### src/rtl/airi5c_fpu_result_queue_pkg.sv
// Shared FPU definitions used by the result queue: entry record layout,
// fflags bit positions and the canonical quiet NaN.
package airi5c_fpu_result_queue_pkg;

    localparam int          ENTRY_W        = 38;
    localparam int          FFLAGS_NV_BIT  = 4;
    localparam logic [31:0] CANONICAL_QNAN = 32'h7fc00000;

    typedef struct packed {
        logic [31:0] data;
        logic [4:0]  rd;
        logic        iv;
    } entry_t;

endpackage

### src/rtl/airi5c_fpu_result_queue.sv
// Circular result buffer between the FPU min/max selector and the FP register
// file write port, with sticky NV accumulation at retirement and kill flush.
module airi5c_fpu_result_queue
    import airi5c_fpu_result_queue_pkg::*;
#(
    parameter int DEPTH = 2
) (
    input  logic                       clk,
    input  logic                       reset,
    input  logic                       kill,
    input  logic                       in_valid,
    input  logic [31:0]                in_data,
    input  logic                       in_iv,
    input  logic [4:0]                 in_rd,
    output logic                       can_accept,
    output logic                       wb_valid,
    input  logic                       wb_ready,
    output logic [31:0]                wb_data,
    output logic [4:0]                 wb_rd,
    output logic                       wb_iv,
    output logic                       nv_sticky,
    input  logic                       nv_clr,
    output logic                       overflow,
    output logic [$clog2(DEPTH):0]     count
);

    localparam int PTR_W = $clog2(DEPTH);
    localparam int CNT_W = PTR_W + 1;

    entry_t             mem [DEPTH];
    entry_t             in_entry;
    entry_t             head;

    logic [PTR_W-1:0]   rd_ptr_reg, rd_ptr_next;
    logic [PTR_W-1:0]   wr_ptr_reg, wr_ptr_next;
    logic [CNT_W-1:0]   count_reg, count_next;
    logic               nv_reg, nv_next;
    logic               ovf_reg, ovf_next;

    logic               full, empty, pop, push, push_eff, pop_eff;

    assign full     = (count_reg == CNT_W'(DEPTH));
    assign empty    = (count_reg == '0);
    assign pop      = !empty && wb_ready;
    assign push     = in_valid && (!full || pop);
    // A kill squashes whatever handshake happens in the same cycle.
    assign push_eff = push && !kill;
    assign pop_eff  = pop && !kill;

    assign in_entry = '{data: in_data, rd: in_rd, iv: in_iv};
    assign head     = mem[rd_ptr_reg];

    always_comb begin
        rd_ptr_next = rd_ptr_reg;
        wr_ptr_next = wr_ptr_reg;
        count_next  = count_reg;
        nv_next     = nv_reg;
        ovf_next    = ovf_reg;

        if (kill) begin
            rd_ptr_next = '0;
            wr_ptr_next = '0;
            count_next  = '0;
        end else begin
            if (push_eff) wr_ptr_next = wr_ptr_reg + PTR_W'(1);
            if (pop_eff)  rd_ptr_next = rd_ptr_reg + PTR_W'(1);
            if (push_eff && !pop_eff)
                count_next = count_reg + CNT_W'(1);
            else if (pop_eff && !push_eff)
                count_next = count_reg - CNT_W'(1);
        end

        // NV is raised only when an entry retires, so squashed results never flag.
        if (nv_clr)                nv_next = 1'b0;
        if (pop_eff && head.iv)    nv_next = 1'b1;

        if (in_valid && full && !pop) ovf_next = 1'b1;
    end

    always_ff @(posedge clk or posedge reset) begin
        if (reset) begin
            rd_ptr_reg <= '0;
            wr_ptr_reg <= '0;
            count_reg  <= '0;
            nv_reg     <= 1'b0;
            ovf_reg    <= 1'b0;
        end else begin
            rd_ptr_reg <= rd_ptr_next;
            wr_ptr_reg <= wr_ptr_next;
            count_reg  <= count_next;
            nv_reg     <= nv_next;
            ovf_reg    <= ovf_next;
        end
    end

    // Storage needs no reset: the head is masked whenever the queue is empty.
    for (genvar gi = 0; gi < DEPTH; gi++) begin : g_entry
        always_ff @(posedge clk) begin
            if (push_eff && (wr_ptr_reg == PTR_W'(gi)))
                mem[gi] <= in_entry;
        end
    end

    assign wb_valid   = !empty;
    assign wb_data    = wb_valid ? head.data : 32'd0;
    assign wb_rd      = wb_valid ? head.rd   : 5'd0;
    assign wb_iv      = wb_valid && head.iv;
    assign can_accept = !full || wb_ready;
    assign nv_sticky  = nv_reg;
    assign overflow   = ovf_reg;
    assign count      = count_reg;

endmodule

### config.mk
export PLATFORM = sky130hd
export DESIGN_NAME = airi5c_fpu_result_queue
export DESIGN_NICKNAME = d
export VERILOG_FILES = /design/src/rtl/airi5c_fpu_result_queue_pkg.sv /design/src/rtl/airi5c_fpu_result_queue.sv
export SDC_FILE = /design/constraint.sdc
export NUM_CORES = 1
export LEC_CHECK = 0
export BUFFER_PORTS_ARGS = -buffer_cell sky130_fd_sc_hd__buf_2
export CAP_MARGIN = 20
export CORE_AREA = 8 8 94 96
export CTS_BUF_LIST = sky130_fd_sc_hd__clkbuf_4 sky130_fd_sc_hd__clkbuf_8
export CTS_CLUSTER_DIAMETER = 120
export DETAILED_ROUTE_END_ITERATION = 10
export DIE_AREA = 0 0 102 104
export GPL_ROUTABILITY_DRIVEN = 0
export GPL_TIMING_DRIVEN = 0
export PLACE_DENSITY = 0.64
export RECOVER_POWER = 50
export SLEW_MARGIN = 30
export SYNTH_ARGS = -nofsm -noshare
export SYNTH_HDL_FRONTEND = slang
export SYNTH_SLANG_ARGS = --single-unit
### constraint.sdc
create_clock -name clk -period 3.2 [get_ports clk]
set_input_delay 0.16 -clock clk [delete_from_list [all_inputs] [get_ports clk]]
set_output_delay 0.16 -clock clk [all_outputs]
set_load 0.02 [all_outputs]
==> results of run 1 <==
final timing paths:
path | from | to | slack (ns) | cells past startpoint
max | rd_ptr_reg | wb_data[27] | 0.87 | 6
max in group asynchronous | reset | rd_ptr_reg | 2.70 | 3
min | kill | rd_ptr_reg | 0.05 | 2
max reg2reg | count[1] | mem[1][29] | 1.16 | 4
min in group asynchronous | reset | overflow | 0.29 | 3
min reg2reg | overflow | overflow | 0.49 | 1
layer usage:
metal | up-vias | track usage | routed length (um)
li1 | 987 | - | -
met1 | 925 | 0.1342 | 2514
met2 | 56 | 0.2188 | 3323
met3 | 10 | 0.03280 | 337
met4 | 0 | 0.06296 | 137
met5 | - | 0 | 0
power by group through the flow:
stage	sequential (uW)	combinational (uW)	clock (uW)
finish	1230	332	656
global route	1240	362	726
CTS	1230	347	681
detailed placement	1260	311	0
global placement	1260	298	0
floorplan	1260	182	0
per-stage QoR:
stage | setup slack (ns) | utilization | area (um2) | cells | setup TNS [ns]
after floorplan | 0.1717 | - | 3181 | 196 | 0
after global placement | -0.6956 | 0.5027 | 3744 | 385 | -51.91
after detailed placement | 1.130 | 0.5121 | 3814 | 387 | 0
after CTS | 1.127 | 0.5855 | 4360 | 440 | 0
after global routing | 0.6787 | 0.5785 | 4308 | 440 | 0
final | 0.8730 | 0.5785 | 4308 | 440 | 0
cell usage in the layout, fill, tap and decap left out, types with 3 or more instances in the layout:
cell,n
clkinvlp_4,3
clkbuf_8,9
mux2i_1,39
nor2_1,41
inv_1,6
dlygate4sd3_1,37
clkbuf_1,40
edfxtp_1,76
dfrtp_1,6
buf_2,53
a21oi_1,3
synth_stat cells (all sizes together):
master	count	area [um2]
a211oi	1	12.51
a21oi	3	15.01
a32o	1	10.01
buf	7	42.54
clkbuf	2	7.510
dfrtp	6	150.1
edfxtp	76	2282
inv	6	22.52
mux2i	39	390.4
nand2	1	3.750
nand2b	1	6.260
nand3	1	5.000
nor2	43	161.4
nor2b	1	6.260
nor3	1	5.000
o21a	1	7.510
o21ai	1	5.000
o21bai	2	18.77
or3b	1	11.26
xor2	2	17.52
area by class of cell:
| class | count | area [um2] |
|---|---|---|
| fill | 626 | 3139 |
| sequential | 82 | 2432 |
| timing repair buffer | 126 | 815.8 |
| multi-input combinational | 99 | 688.2 |
| tap | 102 | 127.6 |
| clock buffer | 9 | 123.9 |
| clock inverter | 7 | 52.55 |
| buffer | 9 | 45.04 |
| inverter | 6 | 22.52 |
worst max-delay path, delay by kind of cell (launching register included):
| kind | cells | cell delay [ns] |
|---|---|---|
| buffers and inverters | 4 | 1.22 |
| muxes | 1 | 0.23 |
| DFF | 1 | 0.33 |
| and+or+nand+nor | 1 | 0.05 |
cell families (layout without fill, tap and decap cells):
logic type | Yosys count | after routing | synth area share
multiplexers | 39 | 39 | 0.1227
flip-flops | 82 | 82 | 0.7648
AO/OA/AOI/OAI | 9 | 9 | 0.02163
XOR/XNOR | 2 | 2 | 0.005508
buffers and inverters | 15 | 157 | 0.02282
AND/OR/NAND/NOR | 49 | 49 | 0.06255
==> run metrics, run 1 <==
Clock Pin Slew Worst Setup and Hold Paths approximately 0.07 ns; clock root cell clkbuf_8; Clock Power Share 0.296; post-cts resize count 0; #FFs+latches synth between 80 and 90; Initial Utilization 0.4271; Cells after Synth 196; Post-route DRC 0; slowest stage cell, crit path clkbuf_1; CTS tree yes; die outline width 102 um; drt pass-1 iters 4; FP Rows 32; Gate power share 0.149; Worst-Margin Slew between 0.7 and 0.8 ns; clock buffer depth 2; critical path type flip-flop to output pin; grt ovf 0; endpoint type of the worst setup path output pin; via count 1978; peak supply drop between 200 and 300 uV; antenna-violating nets left 0; Max-slew headroom 0.5109; part of the power in registers 0.555; CP cell instances clkbuf_1 -> clkbuf_1 -> buf_4 -> mux2i_1 -> nor2_1 -> buf_2; max-slew violation count 0; diode count 0; io pins 88; Synth-to-Final Area Change 35.44%; CP peak stage delay approximately 0.57 ns; number of H-tree levels 3; total wire length 6312 um; largest net degree at the start of global routing 23; Hold Crit Class input port to flip-flop; clock latency at the later pin of the worst-skew pair between 0.3 and 0.4 ns; cell area after synthesis around 0.0032 mm2; wire length per cell approximately 14 um; CTS sink cnt a little over 80; Post-DP HPWL 4223 um; hold buffer count at cts 37; Setup Skew 0.005958 ns; Via density around 4.5; Crit Path Max Fanout 10; max reg flops 76; Arr. time, crit path 2.17 ns; Std-Cell Core Area ~0.0074 mm2; syn nets between 200 and 250; WP data required 3.04 ns; I/O Buffers slightly below 90; initial antenna violation count 0; Fin. Hold Viols 0; share of cells above drive strength 1 0.2278; total die area 0.01061 mm2; GRT Overall Usage 0.1253; switching share of power 0.2618; Final Net Count 377; synth unique cells 22; Final Cycle Share 0.7272; Switch Pwr roughly 580 uW; endpoints failing setup 0; Top cell by count, worst path clkbuf_1; mean area per synthesized cell around 16 um2; max_cap viols 0; DR iter-0 viols 37; post-CTS setup buffer count 0; Tot Pwr approximately 2200 uW; vias in the first global route approximately 2200; Seq/Total Area, Yosys 0.7648; CP Launch Type flip-flop; minimum clock period between 2 and 2.5 ns; P_int 1639 uW; Die Ht ~100 um; PwrDens 515.5 mW/mm2; Leak between 0.0015 and 0.002 uW; Hold Slack between 0.04 and 0.05 ns; outcome complete, no violations; first-pass GRT wire length around 10000 um; TritonCTS Buffers 9; RSZ-0062 raised after global routing no; achievable frequency between 0.4 and 0.5 GHz; Synth warnings 0
Note: power is estimated with default switching activity, not from simulation.
==> run 2, diff against run 1 <==
--- a/config.mk
+++ b/config.mk
@@ -14,7 +14,7 @@
 export DIE_AREA = 0 0 102 104
 export GPL_ROUTABILITY_DRIVEN = 0
 export GPL_TIMING_DRIVEN = 0
-export PLACE_DENSITY = 0.64
+export PLACE_DENSITY = 0.67
 export RECOVER_POWER = 50
 export SLEW_MARGIN = 30
 export SYNTH_ARGS = -nofsm -noshare
==> constraint.sdc (replaced) <==
create_clock -name clk -period 2 [get_ports clk]
set_input_delay 0.1 -clock clk [delete_from_list [all_inputs] [get_ports clk]]
set_output_delay 0.1 -clock clk [all_outputs]
set_load 0.02 [all_outputs]
==> run 2 against run 1 <==
  * Die area did not move
  * Hold slack got worse by 0.0072 ns
  * Combinational power is 67% higher
  * Critical endpoint is now wb_data[22]
  * Largest power group unchanged
==> run metrics, run 2 (synthesis gave the netlist of run 1 again) <==
outcome complete, no violations; Post-route DRC 0; share of cells above drive strength 1 0.2762; number of H-tree levels 3; grt ovf 0; CTS sink cnt between 80 and 90; commonest non-fill, non-tap cells in the layout edfxtp_1, buf_2, nor2_1, dlygate4sd3_1, mux2i_1; largest net degree at the start of global routing 23; io pins 88; PwrDens 836.7 mW/mm2; family with the most delay on the worst path buffers and inverters; total die area around 0.011 mm2; part of the power in registers 0.535; die outline width slightly above 100 um; minimum clock period ~1.9 ns; Hold Slack ~0.04 ns; Leak roughly 0.0017 uW; endpoints failing setup 0; endpoint type of the worst setup path output pin; drt pass-1 iters 4; hold path cells 3; Reg2Reg Setup Slack around 0.14 ns; WP data required ~1.9 ns; clock latency at the later pin of the worst-skew pair 0.33 ns; Setup Skew between 0.01 and 0.015 ns; CP cell instances clkbuf_1 -> buf_4 -> buf_4 -> mux2i_1 -> nor2_1 -> buf_2; Hold Path Sink nv_sticky; CTS tree yes; most common cell after layout, fill and taps aside edfxtp_1; Clock Power Share 0.315; P_int ~2800 uW; CP Launch Type flip-flop; critical path type flip-flop to output pin; Fin. Hold Viols 0; dpl cell area 0.003820 mm2; Finished Layout Cells 446; Post-DP HPWL ~4400 um; TritonCTS Buffers 9; Reg2Reg Depth 4; Std-Cell Core Area 0.007447 mm2; antenna-violating nets left 0; max_cap viols 0; Die Ht approximately 100 um; CP bufs+invs 4; achievable frequency around 0.54 GHz; peak supply drop just over 500 uV; Max-slew headroom 0.6870; Final Util 0.5926; Switch Pwr a little over 900 uW; initial antenna violation count 0; RSZ-0062 raised after global routing no; wire length per cell between 15 and 20 um; post-layout instance area between 0.004 and 0.005 mm2; CP peak stage delay roughly 0.33 ns; Critical R2R Launch count[1]; Hold Path Origin nv_clr; max-slew violation count 0; I/O Buffers 87; clock buffer depth 2; Via density around 4.6; Final Net Count 383; Hold Crit Class input port to flip-flop; Top cell by count, worst path buf_4; via count 2049; switching share of power 0.2480; Initial Utilization 0.4271; Arr. time, crit path roughly 1.8 ns; worst r2r dst mem[1][26]; diode count 0; Crit Path Max Fanout 10; Worst-Margin Slew around 0.47 ns; vias in the first global route between 2000 and 2500; Synth-to-Final Area Change 38.75%; FP Rows 32; first-pass GRT wire length ~11000 um; GRT Overall Usage 0.1305; Gate power share 0.151; dpl cells 387; Final Cycle Share 0.9317; total wire length 6811 um; DR iter-0 viols 59; clock root cell clkbuf_8; slowest stage cell, crit path dfrtp_1; Clock Pin Slew Worst Setup and Hold Paths 0.08 ns; max reg flops 76; Final TNS setup 0 ns
==> run 2: repair_timing <==
item / CTS / global route
hold buffers: 40 / 0
endpoints found under the setup margin: 21 / 42
gates resized for setup: 0 / 2
hold endpoints to repair: 84 / 0
setup buffers: 1 / 2
pin swaps: 1 / 1
==> run 2: worst reg2reg max path, delay by kind of cell (launching register included) <==
family	cells	cell delay (ns)
flops	1	0.48
buf+inv	1	0.31
simple gates	3	0.75
==> run 2: cell type report <==
class / instances / area [um2]
tap: 102 / 127.6
clock inverter: 6 / 65.06
sequential: 82 / 2432
fill: 632 / 3034
inverter: 6 / 22.52
multi-input combinational: 99 / 685.7
clock buffer: 10 / 131.4
buffer: 9 / 52.55
timing repair buffer: 132 / 895.9
==> run 2: per-layer routing <==
metal / vias to the layer above / share of wire / GRT usage
met1: 985 / 0.40 / 0.1388
met3: 7 / 0.045 / 0.03414
met4: 0 / 0.013 / 0.05876
li1: 1002 / - / -
met2: 55 / 0.54 / 0.2318
met5: - / 0 / 0
==> run 2: worst max-delay path by stage <==
stage / startpoint / endpoint / cells past startpoint
after floorplan: count[1] / mem[0][0] / 3
after global placement: count[1] / mem[0][27] / 3
after detailed placement: count[1] / mem[0][27] / 4
after CTS: count[1] / mem[1][28] / 4
after global routing: count[1] / wb_data[22] / 5
final: rd_ptr_reg / wb_data[22] / 6
==> run 2: metrics by stage <==
step | power (uW) | setup slack [ns]
floorplan | 2313 | 0.03214
global placement | 2490 | -0.2545
detailed placement | 2513 | -0.006657
CTS | 3745 | 0.01955
global route | 3854 | 0.01314
finish | 3692 | 0.1365
==> run 2: power by group through the flow <==
stage	clock network, uW	logic, uW	registers (uW)
2_1_floorplan	0	294	2020
3_3_place_gp	0	481	2010
3_5_place_dp	0	501	2010
4_1_cts	1200	569	1970
5_1_grt	1270	601	1980
6_report	1160	556	1970
==> run 3, diff against run 2 <==
--- a/config.mk
+++ b/config.mk
@@ -14,7 +14,8 @@
 export DIE_AREA = 0 0 102 104
 export GPL_ROUTABILITY_DRIVEN = 0
 export GPL_TIMING_DRIVEN = 0
-export PLACE_DENSITY = 0.67
+export HOLD_SLACK_MARGIN = 0.1
+export PLACE_DENSITY = 0.64
 export RECOVER_POWER = 50
 export SLEW_MARGIN = 30
 export SYNTH_ARGS = -nofsm -noshare
==> constraint.sdc (replaced) <==
create_clock -name clk -period 2.1 [get_ports clk]
set_input_delay 0.105 -clock clk [delete_from_list [all_inputs] [get_ports clk]]
set_output_delay 0.105 -clock clk [all_outputs]
set_load 0.02 [all_outputs]
==> run 3 against run 2 <==
  * Clock skew is 0.0058 ns higher
  * Critical path type is now flip-flop to flip-flop
  * Via count fell by 0.44%
  * Design area up 0.57%
  * Setup slack improved by 0.044 ns
  * Non-clock buffer count grew 2
  * Largest cell class unchanged
==> run metrics, run 3 (synthesis gave the netlist of run 1 again) <==
clock root cell clkbuf_8; io pins 88; CP cell instances or3b_1 -> nand3_1 -> nor2_1 -> buf_16; total wire length roughly 6500 um; Arr. time, crit path slightly below 2 ns; Crit Path Max Fanout 22; CTS sink cnt slightly above 80; Hold Slack ~0.22 ns; CP Launch Type flip-flop; Post-DP HPWL ~4200 um; Hold Crit Class input port to async pin; wire length per cell between 10 and 15 um; RSZ-0062 raised after global routing no; WP data required between 2 and 2.5 ns; via count ~2000; Final Cycle Share 0.9139; I/O Buffers between 80 and 90; achievable frequency approximately 0.52 GHz; max-slew violation count 0; Clock Pin Slew Worst Setup and Hold Paths 0.08 ns; most common cell after layout, fill and taps aside edfxtp_1; die outline width 102 um; Tot Pwr roughly 3500 uW; slowest stage cell, crit path dfrtp_1; Via density between 4 and 5; Initial Utilization 0.4271; TritonCTS Buffers 9; Std-Cell Core Area between 0.007 and 0.008 mm2; critical path type flip-flop to flip-flop; fill count roughly 620; drt pass-1 iters 4; PwrDens 793.2 mW/mm2; GRT Overall Usage 0.1231; minimum clock period roughly 1.9 ns; final setup margin approximately 0.18 ns; Setup Skew ~0.016 ns; Placement Setup Slack 0.01860 ns; share of cells above drive strength 1 0.2543; Worst Setup SP count[1]; Critical R2R Launch count[1]; commonest non-fill, non-tap cells in the layout edfxtp_1, buf_2, dlygate4sd3_1; CP bufs+invs 1; worst r2r dst mem[1][11]; number of H-tree levels 3; Leak roughly 0.0017 uW; Synth-to-Final Area Change 39.54%; post-cts resize count 0; initial antenna violation count 0; Final Util 0.5959; Post-route DRC 0; Die Ht 104 um; first-pass GRT wire length a little over 10000 um; Max-slew headroom 0.6907; CP peak stage delay 0.47 ns; CTS tree yes; antenna-violating nets left 0; diode count 0; Worst-Margin Slew 0.4622 ns; largest net degree at the start of global routing 23; Reg2Reg Setup Slack 0.18 ns; family with the most delay on the worst path simple AND/OR/NAND/NOR gates; total die area between 0.01 and 0.015 mm2; max reg flops 76; max_cap viols 0; FP Rows 32; DR iter-0 viols 68; Worst Setup EP mem[1][11]; Final Net Count a little under 400; endpoint type of the worst setup path flip-flop; peak supply drop around 530 uV; outcome complete, no violations; clock latency at the later pin of the worst-skew pair 0.34 ns; grt ovf 0; clock buffer depth 2; Fin. Hold Viols 0; endpoints failing setup 0; Worst path depth 4; Final TNS setup 0 ns; vias in the first global route roughly 2100; Reg2Reg Depth 4
[run 3: cell count changes in the layout (fill, tap and decap cells not counted), sizes merged]
cell,before,now
inv,7,8
dlygate4sd3,40,43
clkbuf,37,39
clkinv,3,2
buf,74,70
clkinvlp,1,2
[run 3: worst register-to-register path: stages, from the launching register on]
cell and delay, ns:
dfrtp_1 0.47, or3b_1 0.28, nand3_1 0.20, nor2_1 0.44, buf_16 0.23
[run 3: worst min-delay path by stage]
stage / slack [ns] / cells after the start / startpoint / end
final: 0.22 / 3 / reset / overflow
after floorplan: -0.10 / 1 / reset / count[0]
after detailed placement: 0.04 / 2 / reset / overflow
after global routing: 0.24 / 3 / reset / overflow
after CTS: 0.21 / 3 / reset / nv_sticky
after global placement: 0.04 / 2 / reset / overflow
[run 3: routing by layer]
metal / vias to the layer above / share of wire / wire [um] / GRT usage
li1: 999 / - / - / -
met1: 981 / 0.41 / 2651 / 0.1364
met2: 55 / 0.53 / 3425 / 0.2137
met3: 5 / 0.047 / 302 / 0.03146
met4: 0 / 0.012 / 79 / 0.05456
met5: - / 0 / 0 / 0
[run 3: timing repair]
item / CTS / global route
endpoints found under the hold margin: 87 / 0
buffers inserted: 0 / 2
endpoints found under the setup margin: 0 / 44
hold buffers: 43 / 0
[run 3: power by group]
part           total, uW  switching [uW]  internal [uW]  leakage (uW)
clock network       1120             562            555     0.0000939
logic                526             301            225      0.000805
registers           1880            21.8           1860      0.000777
[run 3: final cells by class]
| type | count | area, um2 | area share |
|---|---|---|---|
| Inverter | 6 | 22.52 | 0.005075 |
| Timing Repair Buffer | 134 | 925.9 | 0.2086 |
| Clock inverter | 7 | 75.07 | 0.01692 |
| Tap cell | 102 | 127.6 | 0.02876 |
| Buffer | 9 | 50.05 | 0.01128 |
| Sequential cell | 82 | 2432 | 0.5481 |
| Multi-Input combinational cell | 99 | 680.7 | 0.1534 |
| Clock buffer | 9 | 123.9 | 0.02791 |
[run 3: metrics by stage]
step	cell area, um2	instances
6_report	4438	448
3_3_place_gp	3749	385
4_1_cts	4443	446
3_5_place_dp	3814	387
5_1_grt	4438	448
2_1_floorplan	3186	196
